<file path="config.mk">
export PLATFORM = sky130hd
export DESIGN_NAME = seq_check_sched
export DESIGN_NICKNAME = d
export VERILOG_FILES = /design/src/rtl/seq_check_sched.sv
export SDC_FILE = /design/constraint.sdc
export NUM_CORES = 1
export LEC_CHECK = 0
export CORE_ASPECT_RATIO = 1.4
export CORE_UTILIZATION = 53
export CTS_CLUSTER_SIZE = 25
export DETAILED_ROUTE_END_ITERATION = 12
export GPL_TIMING_DRIVEN = 0
export PLACE_DENSITY = 0.93
export SETUP_SLACK_MARGIN = 0.05
export SKIP_CTS_REPAIR_TIMING = 1
export SYNTH_ARGS = -nofsm -noshare
export SYNTH_HDL_FRONTEND = slang
export SYNTH_SLANG_ARGS = --single-unit
</file>
<file path="constraint.sdc">
create_clock -name clk -period 3.5 [get_ports clk]
set_input_delay 0.7 -clock clk [delete_from_list [all_inputs] [get_ports clk]]
set_output_delay 0.7 -clock clk [all_outputs]
set_load 0.005 [all_outputs]
</file>
<file path="src/rtl/seq_check_sched.sv">
// rtl/seq_check_sched.sv - round-robin scheduler sharing one sequence checker among NREQ requesters
// Optional per-requester pass/fail statistics: define SEQ_SCHED_STATS_EN.
module seq_check_sched #(
  parameter int NREQ = 4,
  parameter int WIN  = 5,
  parameter int LAT  = 2,
  localparam int IDW = $clog2(NREQ)
) (
  input  logic            clk,
  input  logic            rst,
  input  logic [NREQ-1:0] req,
  output logic [NREQ-1:0] gnt,
  output logic            busy,
  output logic            chk_en,
  input  logic            chk_match,
  input  logic            chk_fail,
  output logic            done,
  output logic [IDW-1:0]  done_id,
  output logic            done_pass,
  output logic            done_err,
  output logic            done_tmo,
  input  logic [IDW-1:0]  stat_sel,
  output logic [7:0]      stat_pass,
  output logic [7:0]      stat_fail
);

  localparam int TW = $clog2(WIN + LAT + 1);

  typedef enum logic [1:0] {IDLE, ARM, WAIT, DONE} state_t;

  state_t          state, next_state;
  logic [IDW-1:0]  ptr, cur_id, pick, idx;
  logic            found;
  logic [TW-1:0]   timer;
  logic            seen_m, seen_f;
  logic [NREQ-1:0] gnt_d;
  logic            chk_en_d, done_d, busy_d;

  // Scan from the pointer upward, wrapping, and take the first pending requester.
  always_comb begin
    pick  = ptr;
    found = 1'b0;
    idx   = ptr;
    for (int i = 0; i < NREQ; i++) begin
      if (!found && req[idx]) begin
        found = 1'b1;
        pick  = idx;
      end
      idx = (idx == IDW'(NREQ - 1)) ? '0 : idx + 1'b1;
    end
  end

  always_ff @(posedge clk or posedge rst) begin
    if (rst) state <= IDLE;
    else     state <= next_state;
  end

  always_comb begin
    next_state = state;
    case (state)
      IDLE:    if (found) next_state = ARM;
      ARM:     next_state = WAIT;
      WAIT:    if (timer == '0) next_state = DONE;
      DONE:    next_state = IDLE;
      default: next_state = IDLE;
    endcase
  end

  always_comb begin
    gnt_d    = '0;
    if (state == IDLE && found) gnt_d = NREQ'(1) << pick;
    chk_en_d = (state == ARM);
    done_d   = (state == DONE);
    busy_d   = (next_state != IDLE);
  end

  always_ff @(posedge clk or posedge rst) begin
    if (rst) begin
      gnt       <= '0;
      busy      <= 1'b0;
      chk_en    <= 1'b0;
      done      <= 1'b0;
      done_id   <= '0;
      done_pass <= 1'b0;
      done_err  <= 1'b0;
      done_tmo  <= 1'b0;
      ptr       <= '0;
      cur_id    <= '0;
      timer     <= '0;
      seen_m    <= 1'b0;
      seen_f    <= 1'b0;
    end else begin
      gnt       <= gnt_d;
      busy      <= busy_d;
      chk_en    <= chk_en_d;
      done      <= done_d;
      done_pass <= 1'b0;
      done_err  <= 1'b0;
      done_tmo  <= 1'b0;
      case (state)
        IDLE: if (found) cur_id <= pick;
        ARM: begin
          timer  <= TW'(WIN + LAT - 1);
          seen_m <= 1'b0;
          seen_f <= 1'b0;
        end
        WAIT: begin
          seen_m <= seen_m | chk_match;
          seen_f <= seen_f | chk_fail;
          if (timer != '0) timer <= timer - 1'b1;
        end
        DONE: begin
          done_id   <= cur_id;
          done_pass <= seen_m & ~seen_f;
          done_err  <= seen_m & seen_f;
          done_tmo  <= ~seen_m & ~seen_f;
          // Move past the served requester so a still-high req waits its turn.
          ptr       <= (cur_id == IDW'(NREQ - 1)) ? '0 : cur_id + 1'b1;
        end
        default: ;
      endcase
    end
  end

`ifdef SEQ_SCHED_STATS_EN
  logic [7:0] pass_cnt [NREQ];
  logic [7:0] fail_cnt [NREQ];

  always_ff @(posedge clk or posedge rst) begin
    if (rst) begin
      for (int i = 0; i < NREQ; i++) begin
        pass_cnt[i] <= '0;
        fail_cnt[i] <= '0;
      end
    end else if (done) begin
      if (done_pass && pass_cnt[done_id] != 8'hff)
        pass_cnt[done_id] <= pass_cnt[done_id] + 8'd1;
      if ((done_err || done_tmo) && fail_cnt[done_id] != 8'hff)
        fail_cnt[done_id] <= fail_cnt[done_id] + 8'd1;
    end
  end

  assign stat_pass = pass_cnt[stat_sel];
  assign stat_fail = fail_cnt[stat_sel];
`else
  logic unused_stat_sel;
  assign unused_stat_sel = ^stat_sel;
  assign stat_pass = 8'h00;
  assign stat_fail = 8'h00;
`endif

endmodule
</file>
Word level (Yosys, flattened, before mapping)
Cells that the tools add are included.
{ "totals": {"regBits": 23, "in_bits": 10, "output_inout_bits": 28, "elab_cells": 83} }
{ "op_classes": {"add_sub_neg": 5, "n_lt_le_gt_ge": 4, "n_eq_ne": 8, "shifts": 1, "mux": 30, "bitwise_logic": 7, "n_reduce_logical": 14} }
{ "ops": {"columns": ["operator", "n"], "rows": [
  ["2-to-1 mux 2 bit", 9],
  ["equality test 2 bit, second input constant", 6],
  ["less-than comparator 2 x 3 -> 1 bit, second input constant", 4],
  ["2-to-1 mux 1 bit", 11],
  ["adder 2 x 1 -> 2 bit, second input constant", 4],
  ["binary-select mux 1 bit (select 2 bit)", 4],
  ["one-hot mux 2 bit (4 select lines)", 1],
  ["one-hot mux 3 bit (2 select lines)", 1],
  ["logical AND 1 bit", 4],
  ["2-to-1 mux 4 bit", 1],
  ["one-hot mux 1 bit (2 select lines)", 2],
  ["AND reduction 2 bit", 2],
  ["nonzero test 2 bit", 2],
  ["left shift 1 x 2 -> 4 bit, first input constant", 1],
  ["bitwise AND 1 bit", 3],
  ["logical NOT 1 bit", 3],
  ["logical NOT 3 bit", 1],
  ["2-to-1 mux 3 bit", 1],
  ["nonzero test 3 bit", 1],
  ["subtractor 3 x 1 -> 3 bit, second input constant", 1],
  ["equality test 2 x 1 -> 1 bit, second input constant", 1],
  ["logical NOT 2 bit", 1],
  ["inequality test 2 bit, second input constant", 1],
  ["inverter 1 bit", 2],
  ["bitwise OR 1 bit", 2]
]} }

Longest topological paths before layout
Gate-level depths: netlist of run 1.
{ "depth": {"depth_word": 15, "depth_mapped": 9, "depth_no_buf": 7} }

Worst setup path after synthesis of run 1
Ideal clock, no wire load.
{ "synth_timing": {"path_kind": "reg-to-reg", "from": "reg ptr[1]", "to": "reg busy", "setup_ns": 0.127, "arrival_ns": 2.136, "required_time_ns": 3.373, "slack_ns": 1.236, "stages_incl_launch_ff": 8, "n_path_buf": 2, "synth_period_minus_slack_ns": 2.264, "path_cell_list": "dfrtp_1 ha_1 buf_2 clkbuf_1 mux4_2 o41ai_1 a21oi_1 or2_2"} }
{ "synth_via": {"elab_chain_len": 15, "elab_cells_between_ends": 30, "classes_between": "add/sub: 3; eq/ne: 3; mux: 17; reduce/logical: 7"} }
{ "synth_lines": {"columns": ["item", "line", "rtl"], "rows": [
  ["start: declaration", "32", "logic [IDW-1:0] ptr, cur_id, pick, idx;"],
  ["start signal: assignment", "118", "ptr <= (cur_id == IDW'(NREQ - 1)) ? '0 : cur_id + 1'b1;"],
  ["parallel branches: the longest is 11 deep, another holds adder 2 x 1 -> 2 bit", null, null],
  ["2-to-1 mux 1 bit (*)", "45", "if (!found && req[idx]) begin"],
  ["2-to-1 mux 2 bit (*)", "61", "IDLE: if (found) next_state = ARM;"],
  ["one-hot mux 2 bit (4 select lines) (*)", "60", "case (state)"],
  ["via next_state[0]", "31", "state_t state, next_state;"],
  ["nonzero test 2 bit (*)", "74", "busy_d = (next_state != IDLE);"],
  ["via busy_d", "37", "logic chk_en_d, done_d, busy_d;"],
  ["end signal: assignment", "94", "busy <= busy_d;"],
  ["end: declaration", "13", "output logic busy,"]
]} }
Mark *: on every way through the listed nets, which the timed path passes. The select of a mux whose other input is x is not followed.
A chain may end at the register's enable or synchronous reset.

Worst setup path after layout of run 1
{ "layout_timing": {"from": "in req[1]", "to": "reg gnt[3]"} }
{ "layout_via": {"elab_chain_len": 14, "elab_cells_between_ends": 24, "classes_between": "shift: 1; mux: 16; reduce/logical: 7"} }
{ "layout_lines": {"columns": ["item", "line", "rtl"], "rows": [
  ["start: declaration", "11", "input logic [NREQ-1:0] req,"],
  ["binary-select mux 1 bit (select 2 bit)", "45", null],
  ["2-to-1 mux 1 bit (not written as such)", "45", null],
  ["2-to-1 mux 1 bit", "45", null],
  ["logical NOT 1 bit", "45", null],
  ["logical AND 1 bit", "45", null],
  ["2-to-1 mux 1 bit", "45", null],
  ["logical NOT 1 bit", "45", null],
  ["logical AND 1 bit", "45", null],
  ["2-to-1 mux 1 bit", "45", null],
  ["logical NOT 1 bit", "45", null],
  ["logical AND 1 bit", "45", null],
  ["2-to-1 mux 2 bit or 2-to-1 mux 1 bit (tied branches)", "45", null],
  ["left shift 1 x 2 -> 4 bit or logical AND 1 bit (tied branches)", "71", "if (state == IDLE && found) gnt_d = NREQ'(1) << pick;"],
  ["2-to-1 mux 4 bit (*)", "71", null],
  ["via gnt_d[3]", "36", "logic [NREQ-1:0] gnt_d;"],
  ["end signal: assignment", "93", "gnt <= gnt_d;"],
  ["end: declaration", "12", "output logic [NREQ-1:0] gnt,"]
]} }
Mark *: on every way through the listed nets, which the timed path passes. The rest lies on a longest branch. The select of a mux whose other input is x is not followed.

==> flow_metrics.tcl, run 1 <==
set metrics [dict create \
    cts_tree "built" \
    p_switching_w 0.000712 \
    cts_made_buffers 3 \
    cp_data_required_time_ps 3690 \
    hpwl_mm 2.33 \
    antennaDiodeCount 0 \
    pwr-share-comb_pct 64.5 \
    cts.htree.levels 1 \
    fin_nets 225 \
    busiest_layer "met2" \
    finalHoldViolCount 0 \
    slew-limit-headroom_pct 45.0 \
    die_w_um 48.2 \
    use_met3_pct 2.98 \
    max_stage_delay_ps 470 \
    ios 38 \
    fp-row-count 23 \
    crit_type "primary input to flop" \
    use_met1_pct 22.8 \
    drive_above_1_share_pct 17.1 \
    run_status "finished clean" \
    period_share_pct 79.7 \
    end_kind "flop" \
    max_cap_violations 0 \
    vias_per_cell 5.31 \
    post-route-drc-count 0 \
    initial_utilization_pct 55.6 \
    worstHoldPathType "flop to flop" \
    synth_area_um2 1590 \
    rsz0062_at_grt "false" \
    dr.first_iter.drc_count 38 \
    layout_commonest_cell "dfrtp_1" \
    synth.distinct_cells 47 \
    antenna_left 0 \
    first_pass_iters 4 \
    swShare_pct 42.6 \
    grt-ovfl-total 0 \
    antenna_found_initial 0 \
    clock_insertion_delay_worst_skew_ps 260 \
    crit_chain "clkdlybuf4s50_1 > clkbuf_1 > nor2_1 > a221o_1 > a21oi_1 > o31ai_1 > or3_1 > nor2_1" \
    grt_max_degree 24 \
    globalRouteMet2Util_pct 38.3 \
    grt_pass1_wl_mm 4.99 \
    drt_wl_total_mm 3.06 \
    critical_path.startpoint "req[1]" \
    fin_setup_tns_ps 0 \
    layout_common_cells "dfrtp_1, clkdlybuf4s50_1, nor2_1" \
    start_kind "primary input" \
    clkTransAtPathRegs_ps 80 \
    hp-start "seen_f" \
    post_synth.cell_area_avg_um2 9.44 \
    ys_seq_elements 23 \
    vdd_drop_max_mv 0.634 \
    port-buffer-count 18 \
    root_buffer "clkbuf_8" \
    seq_power_share_pct 26.1 \
    track_usage_pct 21.2 \
    yosysSeqAreaShare_pct 36.3 \
    cpMaxStageDelayCell "clkdlybuf4s50_1" \
    crit_family "buffers and inverters" \
    path_common_cell "nor2_1" \
    coreArea_um2 2850 \
    gp_congestion 0.871 \
    finalSetupViolations 0 \
    total_leakage_power_nw 0.927 \
    tightest_slew_ps 825 \
    holdWs_ps 490 \
    drv_slew 0 \
    dr_total_vias 1284 \
    cts.sinks 23 \
    die_y_um 66.7 \
    yosysWarnings 0 \
    reg2reg_from "ptr[0]" \
    fin_skew_ps 2.63 \
    worstPathBufferInverterCount 2 \
    wire_per_inst_um 12.6 \
    pwr-share-clk_pct 9.4 \
    dieArea_um2 3220 \
    area_growth_pct 20.8 \
    worstPathMaxFanout 10 \
    fmax_ghz 0.359 \
    ctsLongestPathBuffers 2 \
    grt_pass1_vias 1245 \
    powerDensity_nw_per_um2 873 \
    synthCells 168 \
    synthArstFlopShare_pct 100 \
    internal_power_w 0.000958 \
    fill_cells 225 \
    synthFlopType "dfrtp_1" \
    period_needed_ps 2790 \
    synth_edf_count 0 \
    worstPathArrival_ps 2980 \
]
## stage by stage
| step | cell area (µm²) | util [%] | cells | setup slack (ps) | power, W |
|---|---|---|---|---|---|
| final | 1910 | 67.2 | 242 | 712 | 0.00167 |
| after global routing | 1910 | 67.2 | 242 | 524 | 0.00182 |
| after CTS | 1910 | 67.2 | 242 | 721 | 0.00167 |
| after detailed placement | 1870 | 65.6 | 238 | 464 | 0.00150 |
| after global placement | 1870 | 65.6 | 238 | 528 | 0.00146 |
| after floorplan | 1640 | - | 183 | 1240 | 0.00123 |
## synthesized netlist by cell type (all sizes together) (2+ instances only)
| cell | instances | area [µm²] |
|---|---|---|
| dfrtp | 23 | 576 |
| buf | 21 | 151 |
| nor2 | 17 | 63.8 |
| ha | 9 | 113 |
| inv | 9 | 33.8 |
| nand2 | 9 | 33.8 |
| clkbuf | 7 | 26.3 |
| mux2 | 7 | 78.8 |
| mux2i | 7 | 70.1 |
| a21oi | 5 | 25.0 |
| nand3 | 5 | 25.0 |
| nor2b | 4 | 25.0 |
| o21bai | 4 | 30.0 |
| o21ai | 3 | 15.0 |
| a221oi | 2 | 17.5 |
| a311o | 2 | 20.0 |
| a32oi | 2 | 17.5 |
| and2 | 2 | 12.5 |
| nor3b | 2 | 15.0 |
| o31ai | 2 | 15.0 |
| or2 | 2 | 12.5 |
## power by group through the flow
| stage | Sequential [W] | Combinational, W | Clock (W) |
|---|---|---|---|
| detailed placement | 0.000441 | 0.00106 | 0 |
| global route | 0.000449 | 0.00120 | 0.000175 |
| global placement | 0.000437 | 0.00103 | 0 |
| finish | 0.000436 | 0.00108 | 0.000157 |
| CTS | 0.000436 | 0.00107 | 0.000161 |
| floorplan | 0.000432 | 0.000798 | 0 |
## layout make-up
cell class                      instances  area [µm²]  area share (%)
Multi-Input combinational cell        123         855            44.6
Clock buffer                            3        41.3            2.16
Inverter                                9        33.8            1.76
Buffer                                 28         178            9.28
Clock inverter                          1        5.00           0.261
Timing Repair Buffer                   18         180            9.41
Tap cell                               37        46.3            2.42
Sequential cell                        23         576            30.1
## registers in the layout, summed over array words and instances, names as in the netlist, 2 cells and up
signal and flops:
cur_id 2, done_id 2, gnt 4, ptr 2, state 2, timer 3
## metal layers
metal	share of wire [%]	routed length, µm	vias to the layer above
li1	-	-	629
met1	41	1260	615
met2	54	1650	34
met3	3.3	101	6
met4	1.2	38	0
met5	0	0	-
## worst paths after layout
path | to | slack, ps | cells after the start
worst max-delay path | gnt[3] | 710 | 8
worst min-delay path | done_pass | 490 | 1
worst max register to register | cur_id[1] | 920 | 8
worst min register to register | done_pass | 490 | 1
max in group asynchronous | ptr[1] | 2090 | 2
min in group asynchronous | gnt[3] | 900 | 2
## logic make-up after synthesis
logic type	Yosys count	share of synthesized area, %
other cells	1	0.237
flops	23	36.3
fa+ha+maj	9	7.10
buf+inv	37	13.3
xor+xnor	2	1.11
mux	15	10.8
compound gates	33	15.9
simple gates	48	15.2
Note: power is estimated with default switching activity, not from simulation.
==> run 2: changes to the inputs <==
--- a/config.mk
+++ b/config.mk
@@ -6,11 +6,11 @@
 export NUM_CORES = 1
 export LEC_CHECK = 0
 export CORE_ASPECT_RATIO = 1.4
-export CORE_UTILIZATION = 53
+export CORE_UTILIZATION = 49
 export CTS_CLUSTER_SIZE = 25
 export DETAILED_ROUTE_END_ITERATION = 12
 export GPL_TIMING_DRIVEN = 0
-export PLACE_DENSITY = 0.93
+export PLACE_DENSITY = 0.87
 export SETUP_SLACK_MARGIN = 0.05
 export SKIP_CTS_REPAIR_TIMING = 1
 export SYNTH_ARGS = -nofsm -noshare
==> constraint.sdc (replaced) <==
create_clock -name clk -period 2.65 [get_ports clk]
set_input_delay 0.53 -clock clk [delete_from_list [all_inputs] [get_ports clk]]
set_output_delay 0.53 -clock clk [all_outputs]
set_load 0.005 [all_outputs]
==> run 2 against run 1 <==
Compared with the run above:
- combinational power is 34% higher
- final cell count is 0.83% higher
- sequential power is 32% higher
- worst hold slack worse by 5.5 ps
- cell area is 0.72% higher
- flip-flop and latch count stayed put
- clock skew is 1.3 ps lower
- count of clock-buffer cells in the layout stayed put
- via count stayed put
- register-to-register slack worse by 730 ps
- critical path depth stayed put
==> flow_metrics.tcl, run 2 (synthesized netlist as in run 1, its figures left out) <==
set metrics [dict create \
    min_to "done_tmo" \
    slew-limit-headroom_pct 42.9 \
    fin_nets 225 \
    worstPathMaxFanout 8 \
    layout_common_cells "dfrtp_1, clkdlybuf4s50_1, nor2_1" \
    worstHoldPathType "flop to flop" \
    gp_congestion 0.905 \
    drv_slew 0 \
    powerDensity_nw_per_um2 1160 \
    first_pass_iters 4 \
    reg_top3 "gnt (4), timer (3)" \
    fmax_ghz 0.407 \
    multi_input_area_um2 863 \
    cts.sinks 23 \
    grt_pass1_vias 1173 \
    clock_insertion_delay_worst_skew_ps 270 \
    track_usage_pct 19.0 \
    max_stage_delay_ps 430 \
    grt_max_degree 24 \
    dr_total_vias 1284 \
    initial_utilization_pct 51.3 \
    ios 38 \
    wire_per_inst_um 12.8 \
    worstHoldPathCells 1 \
    cp_data_required_time_ps 2850 \
    tightest_slew_ps 855 \
    r2r-end "gnt[2]" \
    crit_chain "ha_1 > buf_2 > xor2_1 > a221o_1 > a21oi_2 > o31ai_2 > or3_1 > nor2_1" \
    largest_reg_flops 4 \
    max_cap_violations 0 \
    clkTransAtPathRegs_ps 80 \
    fp-row-count 24 \
    register_area_um2 576 \
    reg2reg_from "ptr[0]" \
    die_w_um 50.1 \
    antenna_left 0 \
    cts_tree "built" \
    r2r_slack_ps 190 \
    dieArea_um2 3470 \
    port-buffer-count 18 \
    cts_made_buffers 3 \
    drt_wl_total_mm 3.13 \
    period_needed_ps 2460 \
    cts.htree.levels 1 \
    layout_commonest_cell "dfrtp_1" \
    post-route-drc-count 0 \
    finalPower_w 0.00224 \
    final_core_util_pct 62.3 \
    hp-start "seen_m" \
    fill_cells 272 \
    cpMaxStageDelayCell "or3_1" \
    rsz0062_at_grt "false" \
    grt_pass1_wl_mm 5.11 \
    hpwl_mm 2.28 \
    area_growth_pct 21.6 \
    rr_worst_depth 8 \
    antennaDiodeCount 0 \
    grt-ovfl-total 0 \
    start_kind "flop" \
    finalSetupViolations 0 \
    vdd_drop_max_mv 0.626 \
    coreArea_um2 3090 \
    total_leakage_power_nw 0.934 \
    dr.first_iter.drc_count 24 \
    run_status "finished clean" \
    vias_per_cell 5.26 \
    ctsLongestPathBuffers 2 \
    fin_setup_tns_ps 0 \
    place_worst_setup_slack_ps -255 \
    finalWorstSetupSlack_ps 191 \
    worstPathArrival_ps 2660 \
    end_kind "flop" \
    finalHoldViolCount 0 \
    fin_skew_ps 1.38 \
    period_share_pct 92.8 \
    holdWs_ps 484 \
    die_y_um 69.3 \
    crit_type "flop to flop" \
    root_buffer "clkbuf_8" \
    max_flop_register "gnt" \
    antenna_found_initial 0 \
    drive_above_1_share_pct 19.0 \
]
run 2: cell counts in the layout (fill, tap and decap cells not counted):
Identical to the previous run, type by type.
run 2: stage by stage:
stage | cells | area, µm²
detailed placement | 240 | 1870
global route | 244 | 1930
global placement | 240 | 1870
finish | 244 | 1930
CTS | 244 | 1920
floorplan | 183 | 1640
run 2: layout make-up:
type / count / share of cell area (%)
clock buffer: 3 / 2.14
inverter: 9 / 1.75
clock inverter: 1 / 0.260
sequential: 23 / 29.9
timing repair buffer: 18 / 9.34
tap: 39 / 2.53
multi-input combinational: 123 / 44.8
buffer: 28 / 9.34
run 2: worst max-delay path: cells and delay by family (launching register included):
| family | cells | cell delay (ps) |
|---|---|---|
| compound gates | 3 | 770 |
| buf+inv | 1 | 190 |
| simple gates | 2 | 540 |
| flops | 1 | 400 |
| xor+xnor | 1 | 200 |
| fa+ha+maj | 1 | 280 |
run 2: how the worst max path moves through the flow:
| stage | startpoint | end | slack, ps | depth (start not counted) |
|---|---|---|---|---|
| 5_1_grt | ptr[0] | cur_id[1] | 70 | 9 |
| 4_1_cts | req[1] | gnt[2] | 20 | 8 |
| 6_report | ptr[0] | gnt[2] | 190 | 8 |
| 2_1_floorplan | ptr[1] | busy | 390 | 7 |
| 3_5_place_dp | req[1] | gnt[2] | -250 | 8 |
| 3_3_place_gp | req[1] | gnt[2] | -210 | 8 |
run 2: routing by layer:
layer	wire [µm]	vias up	GRT usage, %	part of all wire, %
li1	-	630	-	-
met1	1280	611	20.3	41
met2	1680	36	35.9	54
met3	115	7	1.54	3.7
met4	57	0	8.89	1.8
met5	0	-	0	0
run 2: power breakdown:
part	total, W	internal (W)	switching (W)
combinational	0.00145	0.000680	0.000771
sequential	0.000576	0.000494	0.0000815
clock	0.000218	0.000105	0.000113
total	0.00224	0.00128	0.000965
